<file path="src/rtl/child_scheduler.sv">
// Round-robin arbiter that time-shares one compute unit among N_REQ requesters.
// It launches one operation at a time, waits for done or a timeout, and returns the result.
module child_scheduler #(
  parameter int N_REQ   = 4,
  parameter int ID_W    = 2,
  parameter int TIMEOUT = 15
) (
  input  logic             clock_i,
  input  logic             reset_ni,
  input  logic [N_REQ-1:0] req_i,
  input  logic [N_REQ-1:0] i_i,
  output logic [N_REQ-1:0] ack_o,
  output logic             unit_start_o,
  output logic             unit_i_o,
  input  logic             unit_done_i,
  input  logic [4:0]       unit_return_i,
  output logic [4:0]       return_o,
  output logic             return_valid_o,
  output logic [ID_W-1:0]  return_id_o,
  output logic             return_err_o,
  input  logic             return_ready_i,
  output logic             busy_o
);

  localparam logic [1:0] S_IDLE    = 2'd0;
  localparam logic [1:0] S_WAIT    = 2'd1;
  localparam logic [1:0] S_DELIVER = 2'd2;

  localparam logic [7:0] CNT_LAST = 8'(TIMEOUT - 1);
  localparam logic [ID_W-1:0] ID_LAST = ID_W'(N_REQ - 1);

  logic [1:0]       state_q, state_d;
  logic [ID_W-1:0]  rr_ptr_q, rr_ptr_d;
  logic [7:0]       cnt_q, cnt_d;
  logic [N_REQ-1:0] ack_q, ack_d;
  logic             unit_start_q, unit_start_d;
  logic             unit_i_q, unit_i_d;
  logic [4:0]       return_q, return_d;
  logic             return_valid_q, return_valid_d;
  logic [ID_W-1:0]  return_id_q, return_id_d;
  logic             return_err_q, return_err_d;
  logic             busy_q, busy_d;

  logic [ID_W-1:0]  win;
  logic             found;

  // Scan requesters starting at rr_ptr, wrapping around; first set bit wins.
  always_comb begin
    int              idx_int;
    logic [ID_W-1:0] idx;
    win     = '0;
    found   = 1'b0;
    idx_int = 0;
    idx     = '0;
    for (int k = 0; k < N_REQ; k++) begin
      idx_int = int'(rr_ptr_q) + k;
      if (idx_int >= N_REQ) idx_int = idx_int - N_REQ;
      idx = ID_W'(idx_int);
      if (!found && req_i[idx]) begin
        found = 1'b1;
        win   = idx;
      end
    end
  end

  always_comb begin
    state_d        = state_q;
    rr_ptr_d       = rr_ptr_q;
    cnt_d          = cnt_q;
    ack_d          = '0;
    unit_start_d   = 1'b0;
    unit_i_d       = unit_i_q;
    return_d       = return_q;
    return_valid_d = return_valid_q;
    return_id_d    = return_id_q;
    return_err_d   = return_err_q;
    busy_d         = busy_q;
    case (state_q)
      S_IDLE: begin
        if (found) begin
          ack_d[win]   = 1'b1;
          unit_start_d = 1'b1;
          unit_i_d     = i_i[win];
          return_id_d  = win;
          cnt_d        = '0;
          state_d      = S_WAIT;
          busy_d       = 1'b1;
        end
      end
      S_WAIT: begin
        cnt_d = cnt_q + 8'd1;
        // A real completion takes priority over a timeout on the same edge.
        if (unit_done_i) begin
          return_d       = unit_return_i;
          return_err_d   = 1'b0;
          return_valid_d = 1'b1;
          state_d        = S_DELIVER;
        end else if (cnt_q == CNT_LAST) begin
          return_d       = 5'd0;
          return_err_d   = 1'b1;
          return_valid_d = 1'b1;
          state_d        = S_DELIVER;
        end
      end
      S_DELIVER: begin
        if (return_ready_i) begin
          return_valid_d = 1'b0;
          rr_ptr_d       = (return_id_q == ID_LAST) ? '0 : return_id_q + 1'b1;
          state_d        = S_IDLE;
          busy_d         = 1'b0;
        end
      end
      default: begin
        state_d = S_IDLE;
        busy_d  = 1'b0;
      end
    endcase
  end

  always_ff @(posedge clock_i or negedge reset_ni) begin
    if (!reset_ni) begin
      state_q        <= S_IDLE;
      rr_ptr_q       <= '0;
      cnt_q          <= '0;
      ack_q          <= '0;
      unit_start_q   <= 1'b0;
      unit_i_q       <= 1'b0;
      return_q       <= '0;
      return_valid_q <= 1'b0;
      return_id_q    <= '0;
      return_err_q   <= 1'b0;
      busy_q         <= 1'b0;
    end else begin
      state_q        <= state_d;
      rr_ptr_q       <= rr_ptr_d;
      cnt_q          <= cnt_d;
      ack_q          <= ack_d;
      unit_start_q   <= unit_start_d;
      unit_i_q       <= unit_i_d;
      return_q       <= return_d;
      return_valid_q <= return_valid_d;
      return_id_q    <= return_id_d;
      return_err_q   <= return_err_d;
      busy_q         <= busy_d;
    end
  end

  assign ack_o          = ack_q;
  assign unit_start_o   = unit_start_q;
  assign unit_i_o       = unit_i_q;
  assign return_o       = return_q;
  assign return_valid_o = return_valid_q;
  assign return_id_o    = return_id_q;
  assign return_err_o   = return_err_q;
  assign busy_o         = busy_q;

endmodule

</file>
<file path="config.mk">
export PLATFORM = sky130hd
export DESIGN_NAME = child_scheduler
export DESIGN_NICKNAME = d
export VERILOG_FILES = /design/src/rtl/child_scheduler.sv
export SDC_FILE = /design/constraint.sdc
export NUM_CORES = 1
export LEC_CHECK = 0
export BUFFER_PORTS_ARGS = -buffer_cell sky130_fd_sc_hd__buf_2
export CORE_MARGIN = 8
export CORE_UTILIZATION = 35
export CTS_CLUSTER_SIZE = 16
export DETAILED_ROUTE_END_ITERATION = 16
export SETUP_SLACK_MARGIN = 0.05
export SLEW_MARGIN = 30
export SYNTH_ARGS = -nofsm -noshare
export SYNTH_HDL_FRONTEND = slang
export SYNTH_SLANG_ARGS = --single-unit
</file>
<file path="constraint.sdc">
create_clock -name clock_i -period 2.25 [get_ports clock_i]
set_clock_uncertainty 0.05 [all_clocks]
set_input_delay 0.45 -clock clock_i [delete_from_list [all_inputs] [get_ports clock_i]]
set_output_delay 0.45 -clock clock_i [all_outputs]
set_load 0.05 [all_outputs]
</file>
==> flow_summary.ini <==
[global_routing]
grt_usage_pct = 9.13
overflow = 0
grt_max_degree = 29
grt_pass1_vias = 1017
antenna_found_initial = 0
grt_pass1_wl_um = 4570

[detailed_routing]
wl_per_cell_um = 13.2
first_pass_iters = 2
avgViaCountPerCell = 4.83
vias = 1009
ant_nets = 0
drt_iter0_drc = 24
drc = 0
wl_um = 2760

[setup_path]
worstSetupStartpointType = register
critical_path_class = register to register
worstPathRequired_ns = 2.37
r2r-start = cnt_q[0]
startpoint = cnt_q[0]
max_stage_delay_ns = 0.44
cp-end-kind = register
crit_chain = inv_1 -> ha_1 -> nor4b_1 -> a41oi_1 -> clkinv_1 -> nand2_1 -> a22o_1
cp_data_arrival_time_ns = 1.91
cp_max_fo = 7
slowest_stage = dfrtp_1

[layout]
drive_gt1_share_pct = 28.6
area_growth_pct = 22.1
diodes = 0
fin_area_mm2 = 0.00161
layout.nets = 182
nFillCells = 373

[timing]
finalCriticalPeriod_ns = 1.79
tightest_slew_ns = 0.631
slew_headroom_pct = 58.0
max_freq_ghz = 0.557
finalHoldViolCount = 0
maxSlewViolCount = 0
setup_viol = 0
post-route-period-util_pct = 79.7
fin_tns_setup_ns = 0
rsz0062_at_grt = false

[die]
start_util_pct = 36.2
ios = 33
core-area_mm2 = 0.00363
num_rows = 22
die_h_um = 77.3
die_area_mm2 = 0.00598
die_w_um = 77.3

[synth]
ys_seq_area_share_pct = 53.2
synth_area_leader_cell = dfrtp_1
synthTopCellsByCount = 28 x dfrtp_1, 14 x nand2_1, 10 x nor2_1, 9 x o21ai_0
synthesis.nets = 146
synth.avg_cell_area_um2 = 10.4
synth_top_area_share_pct = 53.2
syn-cell-area_mm2 = 0.00132
yosys_warnings = 0
synth_most_common_cell = dfrtp_1
async_flop_share_pct = 100
syn_inst = 126
synth_edf_count = 0
synth.distinct_cells = 38
ys_ff_latch = 28
synth_area_leaders = dfrtp_1 53%, nand2_1 4.0%, a22o_1 4.0%, o21ai_0 3.4%, ha_1 2.9%
postSynth.topFlopCell = dfrtp_1

[clock_network]
cts_tree = yes
cts_buffers = 3
post-cts-setup-buffers = 0
cts.sinks = 28
cts-htree-levels = 1
cts-root-buf = clkbuf_8
cts-resized-gates = 0
cts_buffer_depth = 2
clock_latency_ns = 0.27
holdBufCountCts = 0
clk_pin_slew_ns = 0.09

[placed_design]
post_dp_cell_area_mm2 = 0.00154
io_buffers = 32
gp_congestion = 0.810
dp_hpwl_um = 2120

[pwr]
leakagePower_nw = 0.771
irDropWorstVdd_mv = 0.711
power.density_mw_per_mm2 = 1490

[job]
max-cap-violations = 0

[run_status]
status = finished clean

[hold_path]
hold_class = primary input to asynchronous set/reset pin
==> placed cells by master, fill, tap and decap left out, types with 2 or more instances in the layout <==
master | Yosys | layout
clkbuf_8 | 0 | 3
and2_1 | 2 | 2
nor2b_1 | 2 | 2
buf_2 | 1 | 32
o21ai_1 | 3 | 3
and3_1 | 3 | 3
a21oi_1 | 6 | 6
a31oi_1 | 2 | 2
nor2_1 | 10 | 10
o21ai_0 | 9 | 9
nand3_1 | 3 | 3
nor4b_1 | 2 | 2
nand4_1 | 3 | 3
inv_1 | 5 | 5
o31ai_1 | 2 | 2
nand2_1 | 14 | 14
dfrtp_1 | 28 | 28
nand2b_1 | 2 | 2
ha_1 | 3 | 3
mux2i_1 | 2 | 2
a22o_1 | 6 | 6
==> worst max-delay path: cells and delay by family (launching register included) <==
| kind | cells | cell delay (ns) |
|---|---|---|
| compound gates | 2 | 0.47 |
| flops | 1 | 0.44 |
| simple gates | 2 | 0.43 |
| fa+ha+maj | 1 | 0.13 |
| buf+inv | 2 | 0.17 |
==> metal layers <==
metal | vias up | track usage (%) | part of all wire (%)
met3 | 2 | 4.55 | 9.4
met4 | 0 | 2.26 | 0.43
met1 | 453 | 11.5 | 48
met5 | - | 0 | 0
li1 | 521 | - | -
met2 | 33 | 13.6 | 42
==> path summary, 6_finish.rpt <==
path                                      to  slack, ns  cells after the start
min in group clock_i             return_o[0]       0.34                      2
max in group asynchronous         state_q[1]       1.61                      1
worst min register to register      cnt_q[7]       0.45                      1
worst max-delay path             return_o[4]       0.46                      7
worst max register to register   return_o[4]       0.46                      7
worst min-delay path            unit_start_o       0.14                      1
==> where the power goes <==
group | switching (mW) | total (mW) | leakage (nW) | internal, mW
clock | 0.154 | 0.392 | 0.0357 | 0.238
sequential | 0.158 | 0.839 | 0.355 | 0.682
combinational | 0.811 | 1.16 | 0.380 | 0.345
==> flip-flops by register name (all words and copies together), names as in the netlist <==
| signal | flops |
|---|---|
| cnt_q | 8 |
| unit_i_o | 1 |
| return_valid_o | 1 |
| return_id_o | 2 |
| busy_o | 1 |
| return_o | 5 |
| ack_o | 4 |
| rr_ptr_q | 2 |
| return_err_o | 1 |
| state_q | 2 |
| unit_start_o | 1 |
==> stage by stage <==
stage | hold slack [ns] | cells | power (mW) | util, % | setup slack, ns
finish | 0.136 | 209 | 2.39 | 44.2 | 0.456
global route | 0.184 | 209 | 2.55 | 44.2 | 0.288
detailed placement | 0.437 | 205 | 2.02 | 42.3 | 0.382
global placement | 0.437 | 205 | 2.00 | 42.3 | 0.409
CTS | 0.159 | 209 | 2.42 | 44.2 | 0.418
floorplan | 0.104 | 126 | 1.73 | - | 0.684
==> logic make-up (layout without fill, tap and decap cells) <==
| logic type | after synthesis | count (layout) | share of synthesized area (%) |
|---|---|---|---|
| xor+xnor | 2 | 2 | 1.33 |
| flops | 28 | 28 | 53.2 |
| simple gates | 48 | 48 | 20.4 |
| buf+inv | 9 | 44 | 3.04 |
| fa+ha+maj | 3 | 3 | 2.85 |
| mux | 3 | 3 | 2.38 |
| compound gates | 33 | 33 | 16.7 |
==> final cells by class <==
| class | instances | area [um^2] | area share [%] |
|---|---|---|---|
| clock buffers | 3 | 41.3 | 2.57 |
| multi-input cells | 89 | 576 | 35.8 |
| well taps | 48 | 60.1 | 3.74 |
| clock inverters | 1 | 30.0 | 1.87 |
| flip-flops and latches | 28 | 701 | 43.6 |
| inverters | 7 | 31.3 | 1.95 |
| repair buffers | 33 | 168 | 10.4 |
Note: power is estimated with default switching activity, not from simulation.
